--- config.mk ---
export PLATFORM = sky130hd
export DESIGN_NAME = motor_drive_ctrl
export DESIGN_NICKNAME = d
export VERILOG_FILES = /design/src/rtl/motor_drive_ctrl.sv
export SDC_FILE = /design/constraint.sdc
export NUM_CORES = 1
export LEC_CHECK = 0
export ABC_AREA = 1
export CAP_MARGIN = 20
export CORE_UTILIZATION = 60
export DETAILED_ROUTE_END_ITERATION = 8
export PLACE_DENSITY = 0.86
export SKIP_LAST_GASP = 1
export SYNTH_ARGS = -nofsm -noshare
export SYNTH_HDL_FRONTEND = slang
export SYNTH_SLANG_ARGS = --single-unit
--- constraint.sdc ---
create_clock -name clk -period 4.1 [get_ports clk]
set_input_delay 0.82 -clock clk [delete_from_list [all_inputs] [get_ports clk]]
set_output_delay 0.82 -clock clk [all_outputs]
set_load 0.01 [all_outputs]
--- src/rtl/motor_drive_ctrl.sv ---
// motor_drive_ctrl: turns a debounced 2-bit path code into ramped left/right motor PWM and direction.
// Ports: clk, rst (async, active high); US path code (11 fwd, 01 right, 10 left, 00 stop), en drive enable;
//        pwm_l/pwm_r motor PWM, dir_l/dir_r direction (1 = forward), state FSM state, moving duty non-zero.
module motor_drive_ctrl #(
    parameter int PWM_PERIOD = 2500,
    parameter int DUTY_FWD   = 2000,
    parameter int DUTY_TURN  = 1500,
    parameter int RAMP_STEP  = 25,
    parameter int STABLE_CYC = 1000
) (
    input  logic       clk,
    input  logic       rst,
    input  logic [1:0] US,
    input  logic       en,
    output logic       pwm_l,
    output logic       pwm_r,
    output logic       dir_l,
    output logic       dir_r,
    output logic [2:0] state,
    output logic       moving
);
    localparam logic [2:0] IDLE = 3'd0, FWD = 3'd1, RIGHT = 3'd2, LEFT = 3'd3, BRAKE = 3'd4;
    localparam logic [11:0] P_LAST = 12'(PWM_PERIOD - 1);
    localparam logic [11:0] D_FWD  = 12'(DUTY_FWD);
    localparam logic [11:0] D_TURN = 12'(DUTY_TURN);
    localparam logic [11:0] STEP   = 12'(RAMP_STEP);
    localparam logic [15:0] S_LAST = 16'(STABLE_CYC - 1);

    logic [1:0]  us_s1, us_s2, us_prev, cmd;
    logic [15:0] stab, stab_nxt;
    logic [11:0] cnt, duty_l, duty_r, dl_nxt, dr_nxt, target;
    logic [2:0]  req, nxt;
    logic        bdry;

    // One ramp step toward t; lands exactly on t when within one step, so it never overshoots.
    function automatic logic [11:0] ramp(input logic [11:0] d, input logic [11:0] t);
        ramp = (d < t) ? ((t - d <= STEP) ? t : d + STEP)
                       : ((d - t <= STEP) ? t : d - STEP);
    endfunction

    always_comb begin
        stab_nxt = (us_s2 != us_prev) ? '0 : (stab == 16'hffff) ? stab : stab + 16'd1;
        bdry     = cnt == P_LAST;
        dl_nxt   = bdry ? ramp(duty_l, target) : duty_l;
        dr_nxt   = bdry ? ramp(duty_r, target) : duty_r;
        req      = !en ? IDLE : cmd == 2'b11 ? FWD : cmd == 2'b01 ? RIGHT : cmd == 2'b10 ? LEFT : IDLE;
    end

    // Synchroniser and debounce: cmd only follows a code that held for STABLE_CYC cycles.
    always_ff @(posedge clk or posedge rst) begin
        if (rst) begin
            us_s1   <= '0;
            us_s2   <= '0;
            us_prev <= '0;
            stab    <= '0;
            cmd     <= '0;
        end else begin
            us_s1   <= US;
            us_s2   <= us_s1;
            us_prev <= us_s2;
            stab    <= stab_nxt;
            if (stab_nxt == S_LAST) cmd <= us_s2;
        end
    end

    always_ff @(posedge clk or posedge rst) begin
        if (rst) begin
            cnt    <= '0;
            duty_l <= '0;
            duty_r <= '0;
            pwm_l  <= 1'b0;
            pwm_r  <= 1'b0;
            moving <= 1'b0;
        end else begin
            cnt    <= bdry ? '0 : cnt + 12'd1;
            duty_l <= dl_nxt;
            duty_r <= dr_nxt;
            pwm_l  <= cnt < duty_l;
            pwm_r  <= cnt < duty_r;
            moving <= (dl_nxt != '0) || (dr_nxt != '0);
        end
    end

    always_ff @(posedge clk or posedge rst) begin
        if (rst) state <= IDLE;
        else     state <= nxt;
    end

    always_comb begin
        nxt = IDLE;
        case (state)
            IDLE:             nxt = req;
            FWD, RIGHT, LEFT: nxt = (req != state) ? BRAKE : state;
            BRAKE:            nxt = (duty_l == '0 && duty_r == '0) ? IDLE : BRAKE;
            default:          nxt = IDLE;
        endcase
    end

    always_comb begin
        target = state == FWD ? D_FWD : (state == RIGHT || state == LEFT) ? D_TURN : '0;
    end

    // Directions only change when leaving IDLE, where both duties are zero.
    always_ff @(posedge clk or posedge rst) begin
        if (rst) begin
            dir_l <= 1'b1;
            dir_r <= 1'b1;
        end else if (state == IDLE && nxt != IDLE) begin
            dir_l <= nxt != LEFT;
            dir_r <= nxt != RIGHT;
        end
    end
endmodule

**Word level (Yosys, flattened, before mapping)**

Index checks and enable logic that the tools add are counted.

- Add/sub/neg operators: 10
- Multiply operators: 0
- Divide/modulo/power cells: 0
- Magnitude comparators: 8
- Equality and inequality tests: 14
- Shift-type cells: 0
- Muxes and demuxes: 20
- Bitwise operators: 0
- Reduce and logical (&&, ||, !) cells: 11

Operators with widths:

| kind | number |
|---|---|
| $mux 12 | 9 |
| $le 12x5->1 const B | 4 |
| $lt 12x12->1 | 4 |
| $sub 12x12->12 | 4 |
| $mux 16 | 2 |
| $add 12x5->12 const B | 2 |
| $logic_not 12->1 | 2 |
| $reduce_bool 12->1 | 2 |
| $sub 12x5->12 const B | 2 |
| $mux 11 | 2 |
| $add 16x1->16 const B | 1 |
| $eq 16x10->1 const B | 1 |
| $eq 16x16->1 const B | 1 |
| $add 12x1->12 const B | 1 |
| $eq 12x12->1 const B | 1 |
| $pmux 3 s3 | 1 |
| $mux 2 | 4 |
| $eq 3x2->1 const B | 2 |
| $mux 3 | 2 |
| $ne 3x2->1 const B | 2 |
| $eq 2x2->1 const B | 2 |
| $eq 3x1->1 const B | 1 |
| $eq 3x3->1 const B | 1 |
| $logic_not 3->1 | 1 |
| other kinds (7) | 9 |

- Bits in registers: 68
- Bits in latches: 0
- Memory bits (writable): 0
- Memory bits (read-only): 0
- Bits of input ports: 5
- Output and inout bits: 8
- Word-level logic and storage cells: 77
- Memories: 0

**Longest topological paths before layout**

Gate-level depths: netlist of run 1.

- Word-level depth: 11
- Depth in mapped cells: 27
- Gate-level depth less buffers: 26

**Least setup slack after synthesis of run 1**

Ideal clock, no wire load.

- Path kind: flip-flop to flip-flop
- From: register state[1]
- To: register moving
- Library setup time: 119 ps
- Arrival time: 3,182 ps
- Slack: 799 ps
- Stages on the path, launching flop included: 23
- Path buffers: 1
- Clock period less this slack: 3,301 ps
- Cells stage by stage: dfrtp_1 > inv_1 > nor2_1 > ha_1 > inv_1 > fa_1 > nand2_1 > inv_1 > nor2_1 > nand2_1 > nand2_1 > nand3_1 > a21oi_1 > buf_2 > nand3_1 > nor2_1 > nor2_1 > a21oi_2 > nand2_1 > nor2_1 > nand2_1 > nor2_1 > nand2_1

- Word-level cells in the longest chain between the ends: 11

Ends and longest elaborated chain:

| what | RTL line | source |
|---|---|---|
| from (decl) | 19 | `output logic [2:0] state,` |
| from (signal assigned) | 86 | `else state <= nxt;` |
| $eq 3x2->1 | 100 | `target = state == FWD ? D_FWD : (state == RIGHT \|\| state == LEFT) ? D_TURN : '0;` |
| $logic_or 1x1->1 | 100 |  |
| $mux 11 | 100 |  |
| $mux 11 (*) | 100 |  |
| $sub 12x12->12 (on tied branches) | 38, 37 |  |
| $le 12x5->1 (on tied branches) | 38, 37 |  |
| $mux 12 (on tied branches) | 38, 37 |  |
| $mux 12 | 37 | `ramp = (d < t) ? ((t - d <= STEP) ? t : d + STEP)` |
| $mux 12 (on tied branches) | 44, 45 |  |
| $reduce_bool 12->1 | 80 | `moving <= (dl_nxt != '0) \|\| (dr_nxt != '0);` |
| $logic_or 1x1->1 (*) | 80 |  |
| to (signal assigned) | 80 |  |
| to (decl) | 20 | `output logic moving` |

Mark *: on every way between the ends. The rest lies on a longest branch, timed or not.
A chain may end at the register's enable or synchronous reset.

**Worst setup path after layout of run 1**

- From: register state[0]
- To: register moving

Same word-level chain as after synthesis.

==> results.tsv, run 1 <==
metric	value	unit
yosys_warnings	0	
path_buf_inv	0	
io_buffers	12	
grt_pass1_vias	6446	
cts_sinks	68	
drc	0	
grt_pass1_wl	29500	microns
crit_fanout	19	
power.internal	0.00112	W
cp_common_cell	nand2_1	
hold_path.class	reg -> reg	
critPathLaunchType	flip-flop	
comb_power_share	0.023	
netlist_top_cells_count	nand2_1 (334), inv_1 (172), nor2_1 (120), nand3_1 (119), dfrtp_1 (66)	
finalSetupViolCount	0	
p_sw	0.000289	W
worstPathRequired	4.33	ns
clk_latency	0.34	ns
wl_per_cell	14.2	microns
dieArea	12100	sq um
maxCapViolCount	0	
vias	7211	
numCtsBuffers	9	
n_fill_cell	1039	
die_h	110	microns
synth_area_leader_cell	dfrtp_1	
gr-total-overflow	0	
p_leak	4.48	nW
clkTransAtPathRegs	0.05	ns
drt-total-wl	18200	microns
p_total	0.00141	W
synthCells	1126	
die_w	110	microns
synth_area_leaders	dfrtp_1 (24%), nand2_1 (18%), ha_1 (9.6%), inv_1 (9.2%), nand3_1 (8.5%)	
crit_chain	nor2_1 > nor2_4 > ha_1 > nand2_1 > nand2_1 > a21oi_1 > nand3_1 > nand2_1 > nand2_1 > nor2_1 > nand3_2 > nand2_1 > nor2_1 > nor2_1 > nand2_1 > nand2_1 > nand2_1 > nor2_1 > nand2_1 > nor2_1 > nand2_1	
swShare	0.204	
min_period	3.76	ns
clockBufferDepth	2	
drive_gt1_frac	0.0518	
num-nets-final	1195	
pin_count	13	
dpl.hpwl	14100	microns
p_per_area	188	nW/um^2
synth_most_common_cell	nand2_1	
dr.pass1.iters	6	
drtIter0Drc	740	
worst_pin_slew	0.699	ns
fmax	266	MHz
track_usage	0.315	
cts-root-buf	clkbuf_16	
grt_max_degree	43	
synthArstFlopShare	1.00	
synth_edf_count	0	
place_congestion	0.993	
synth-seq-cells	68	
finalCritPeriodShare	0.918	
synthesis.area	7010	sq um
syn_to_final_growth	7.44	%
vdd_ir_drop_max	0.000326	V
mappedNetlistNets	1187	
critical_path.endpoint_type	flip-flop	
cts_tree	yes	
setup_tns	0	ns
initial_core_util	0.614	
slew_violations	0	
cp_top_family	simple AND/OR/NAND/NOR gates	
antenna_cells	0	
status	finished, final reports clean	
h-tree-depth	3	
clock_skew	0.00800	ns
antenna_found_initial	0	
cp.arrival	3.99	ns
critPathKind	reg -> reg	
drt.antenna.violating_nets	0	
synth_cell_type_count	46	
yosys.area.top_type_share	0.236	
rsz0062_at_grt	false	
hold_violations	0	
yosysSeqAreaShare	0.243	
seqPwrFrac	0.482	
maxSlewHeadroom	0.530	
num_rows	39	
critPathMaxStageDelay	0.50	ns
via_per_inst	5.63	
core_area	11400	sq um
power_frac_clock	0.494	
syn_area_per_cell	6.23	sq um
synth_ff_type	dfrtp_1	
critPathSlowestCell	dfrtp_1	
-- cell families after synthesis --
| logic type | after synthesis | share of synthesized area |
|---|---|---|
| buffers and inverters | 203 | 0.114 |
| AO/OA/AOI/OAI | 91 | 0.0762 |
| flip-flops | 68 | 0.243 |
| AND/OR/NAND/NOR | 664 | 0.410 |
| XOR/XNOR | 44 | 0.0550 |
| adder cells (fa/ha/maj) | 56 | 0.102 |
-- repair_timing --
action,CTS,global route
setup buffers,0,0
hold buffers,0,0
gates resized for setup,0,2
setup endpoints to repair,0,1
-- layout by cell type (no fill, tap or decap), types with 3 or more instances in the layout --
master           netlist  routed
o21ai_0               29      29
nor3_1                18      17
clkdlybuf4s50_1        0      12
nor4_1                 5       5
xnor2_1                4       4
inv_2                  4       5
xor2_1                40      40
nand2_2                5       5
nand4_1               35      35
inv_1                172     171
nor2_2                 7       9
or2_2                  5       5
nor2_1               120     118
nand3b_1               6       6
dfrtp_1               66      66
nand2_1              334     334
buf_4                  0       9
a21oi_1               38      38
o21bai_1               3       3
nand3_1              119     119
nand3_2                3       3
clkinv_1               3       3
ha_1                  54      54
clkbuf_16              0       9
nor3b_1                3       3
a31oi_1                4       4
-- cell type report --
type	instances	area (sq um)	area share
Multi-Input combinational cell	855	4520	0.600
Timing Repair Buffer	21	188	0.0249
Clock buffer	13	260	0.0346
Sequential cell	68	1700	0.226
Inverter	179	672	0.0892
Tap cell	143	179	0.0238
Clock inverter	2	10.0	0.00133
-- sequential cells by signal (all words and copies together), names as in the netlist --
signal / count
stab: 16
cnt: 12
duty_l: 12
duty_r: 12
state: 3
cmd: 2
us_prev: 2
us_s1: 2
us_s2: 2
dir_l: 1
dir_r: 1
moving: 1
pwm_l: 1
pwm_r: 1
-- per-stage QoR --
stage | cells | setup WS [ns] | utilization | hold WS, ns | area [sq um]
6_report | 1281 | 0.338 | 0.660 | 0.350 | 7530
5_1_grt | 1281 | 0.0289 | 0.660 | 0.365 | 7530
4_1_cts | 1281 | 0.398 | 0.659 | 0.353 | 7530
3_5_place_dp | 1266 | 0.448 | 0.636 | 0.339 | 7260
3_3_place_gp | 1266 | 0.493 | 0.636 | 0.347 | 7260
2_1_floorplan | 1126 | 0.799 | - | 0.331 | 7010
-- power by group through the flow --
stage / logic [W] / registers, W / clock network [W]
5_1_grt: 0.0000383 / 0.000682 / 0.000743
4_1_cts: 0.0000343 / 0.000681 / 0.000710
3_3_place_gp: 0.0000330 / 0.000692 / 0
6_report: 0.0000332 / 0.000681 / 0.000698
3_5_place_dp: 0.0000336 / 0.000693 / 0
2_1_floorplan: 0.0000204 / 0.000692 / 0
-- routing by layer --
layer  GRT usage  part of all wire
met5           0                 0
met4       0.131             0.033
met3      0.0688             0.075
met2       0.504              0.45
met1       0.411              0.45
-- worst reg2reg max path, stage by stage, from the launching register on --
cell,delay (ns)
dfrtp_1,0.50
nor2_1,0.14
nor2_4,0.43
ha_1,0.44
nand2_1,0.10
nand2_1,0.09
a21oi_1,0.31
nand3_1,0.19
nand2_1,0.10
nand2_1,0.07
nor2_1,0.15
nand3_2,0.21
nand2_1,0.19
nor2_1,0.06
nor2_1,0.15
nand2_1,0.09
nand2_1,0.08
nand2_1,0.06
nor2_1,0.10
nand2_1,0.08
nor2_1,0.10
nand2_1,0.05
-- worst paths after layout --
check | start | to | slack (ns) | cells past startpoint
max in group asynchronous | rst | pwm_l$_DFF_PP0_ | 2.70 | 3
worst min-delay path | us_s1[1]$_DFF_PP0_ | us_s2[1]$_DFF_PP0_ | 0.35 | 0
worst max register to register | state[0]$_DFF_PP0_ | moving$_DFF_PP0_ | 0.34 | 21
worst max-delay path | state[0]$_DFF_PP0_ | moving$_DFF_PP0_ | 0.34 | 21
min in group asynchronous | rst | cmd[1]$_DFFE_PP0N_ | 0.93 | 3
worst min register to register | us_s1[1]$_DFF_PP0_ | us_s2[1]$_DFF_PP0_ | 0.35 | 0
(Power assumes the default switching activity.)
==> run 2: changes to the inputs <==
--- a/config.mk
+++ b/config.mk
@@ -9,7 +9,7 @@
 export CAP_MARGIN = 20
 export CORE_UTILIZATION = 60
 export DETAILED_ROUTE_END_ITERATION = 8
-export PLACE_DENSITY = 0.86
+export PLACE_DENSITY = 0.78
 export SKIP_LAST_GASP = 1
 export SYNTH_ARGS = -nofsm -noshare
 export SYNTH_HDL_FRONTEND = slang
==> run 2 against run 1 <==
Combinational power about the same; cell area increased by 0.98%; utilization increased by 0.65 points.
==> results.tsv, run 2 (synthesized netlist as in run 1, its figures left out) <==
metric	value	unit	change
status	finished, final reports clean		
grt_pass1_wl	30800	microns	+4.7%
clk_latency	0.34	ns	about the same
worst_pin_slew	0.919	ns	+0.221 ns
vdd_ir_drop_max	0.000315	V	-3.5%
crit_chain	inv_1 > nor2_1 > buf_4 > ha_1 > inv_1 > fa_1 > nand2_1 > inv_1 > nor2_1 > nand2_1 > nand2_1 > nand3_1 > a21oi_1 > inv_2 > nand3_1 > inv_1 > nand2_1 > nand3_1 > nand2_1 > nand3b_1 > nor2_1 > nand2_1 > nor2_1 > nand2_1		
busiest_layer	met2		
grt_max_degree	30		-30%
place_congestion	0.965		-2.8%
clock_skew	0.00584	ns	-0.00216 ns
drt.antenna.violating_nets	0		unchanged
dr.pass1.iters	6		unchanged
pin_count	13		unchanged
post-cts-setup-buffers	0		unchanged
die_w	110	microns	unchanged
drc	0		unchanged
dp_cells	1270		+0.32%
min_period	3.65	ns	-0.114 ns
critical_path.endpoint_type	flip-flop		
via_per_inst	5.63		about the same
cp_common_cell	nand2_1		
wl_per_cell	14.9	microns	+4.9%
hold_violations	0		unchanged
p_total	0.00154	W	+9.0%
ctsHoldBuffers	0		unchanged
h-tree-depth	3		unchanged
drive_gt1_frac	0.0553		+0.00342
critPathLaunchType	flip-flop		
fmax	274	MHz	+3.1%
clockBufferDepth	2		unchanged
worstPathRequired	4.33	ns	about the same
syn_to_final_growth	8.50	%	
grt_use_met2	0.517		+0.0134
numCtsBuffers	9		unchanged
antenna_found_initial	0		unchanged
cts_tree	yes		
cts-root-buf	clkbuf_16		
setup_tns	0	ns	unchanged
cp.arrival	3.88	ns	-0.11 ns
track_usage	0.331		+0.0165
drt-total-wl	19100	microns	+5.0%
finalSetupViolCount	0		unchanged
critPathKind	reg -> reg		
dieArea	12100	sq um	unchanged
num-nets-final	1199		+0.33%
fin_cells	1283		+0.16%
layout_commonest_cell	nand2_1		
io_buffers	12		unchanged
regMostFlops	stab		
antenna_cells	0		unchanged
grt_pass1_vias	6499		+0.82%
critPathSlowestCell	fa_1		
num_rows	39		unchanged
maxCapViolCount	0		unchanged
critPathMaxStageDelay	0.45	ns	-0.05 ns
largest_register_ffs	16		unchanged
met3_usage	0.0794		+0.0106
p_per_area	203	nW/um^2	+8.0%
core_area	11400	sq um	unchanged
hold_path.class	reg -> reg		
initial_core_util	0.614		unchanged
gr-total-overflow	0		unchanged
crit_fanout	11		-8
rsz0062_at_grt	false		
die_h	110	microns	unchanged
cts_sinks	68		unchanged
vias	7221		+0.14%
finalCritPeriodShare	0.890		-0.0278
maxSlewHeadroom	0.381		-0.148
drtIter0Drc	721		-2.6%
r2r_slack	0.45	ns	+0.11 ns
fin_util	0.666		+0.00647
p_leak	4.52	nW	+0.87%
grtUsageMet1	0.443		+0.0320
dpl.hpwl	14600	microns	+3.7%
slew_violations	0		unchanged
layout_common_cells	nand2_1 (334), inv_1 (170), nor2_1 (120), nand3_1 (119), dfrtp_1 (65)		
clkTransAtPathRegs	0.05	ns	about the same
## run 2: cell type report
cell class	instances	area, sq um
Clock buffer	11	253
Inverter	179	672
Timing Repair Buffer	25	218
Fill cell	1070	3810
Tap cell	143	179
Sequential cell	68	1710
Clock inverter	2	60.1
Multi-Input combinational cell	855	4520
## run 2: routing by layer
layer | share of wire | vias to the layer above
li1 | - | 3615
met1 | 0.46 | 3235
met2 | 0.44 | 319
met3 | 0.076 | 52
met4 | 0.029 | 0
met5 | 0 | -
## run 2: final timing paths
kind	to	startpoint	cells past startpoint
max reg2reg	moving$_DFF_PP0_	state[1]$_DFF_PP0_	24
max	moving$_DFF_PP0_	state[1]$_DFF_PP0_	24
min	us_s2[0]$_DFF_PP0_	us_s1[0]$_DFF_PP0_	0
min in group asynchronous	duty_l[6]$_DFF_PP0_	rst	2
min reg2reg	us_s2[0]$_DFF_PP0_	us_s1[0]$_DFF_PP0_	0
max in group asynchronous	duty_r[8]$_DFF_PP0_	rst	3
## run 2: worst max-delay path, delay by kind of cell (launching register included)
kind / cells / cell delay (ns)
buf+inv: 6 / 0.73
fa+ha+maj: 2 / 0.63
simple gates: 15 / 1.40
flops: 1 / 0.42
compound gates: 1 / 0.35
## run 2: repair_timing
| action | CTS | global route |
|---|---|---|
| setup endpoints to repair | 0 | 1 |
| gates resized for setup | 0 | 3 |
| hold endpoints to repair | 0 | 0 |
## run 2: through the flow
| step | hold WS (ns) | cell area (sq um) | setup WS, ns |
|---|---|---|---|
| after floorplan | 0.331 | 7010 | 0.799 |
| after global placement | 0.342 | 7290 | 0.524 |
| after detailed placement | 0.338 | 7290 | 0.472 |
| after CTS | 0.359 | 7600 | 0.365 |
| after global routing | 0.364 | 7610 | 0.0547 |
| final | 0.353 | 7610 | 0.452 |
## run 2: power breakdown
group	total [W]	leakage [nW]	switching, W	internal, W
Sequential	0.000682	0.912	0.00000373	0.000678
Combinational	0.0000329	3.45	0.0000226	0.0000102
Clock	0.000826	0.154	0.000272	0.000554
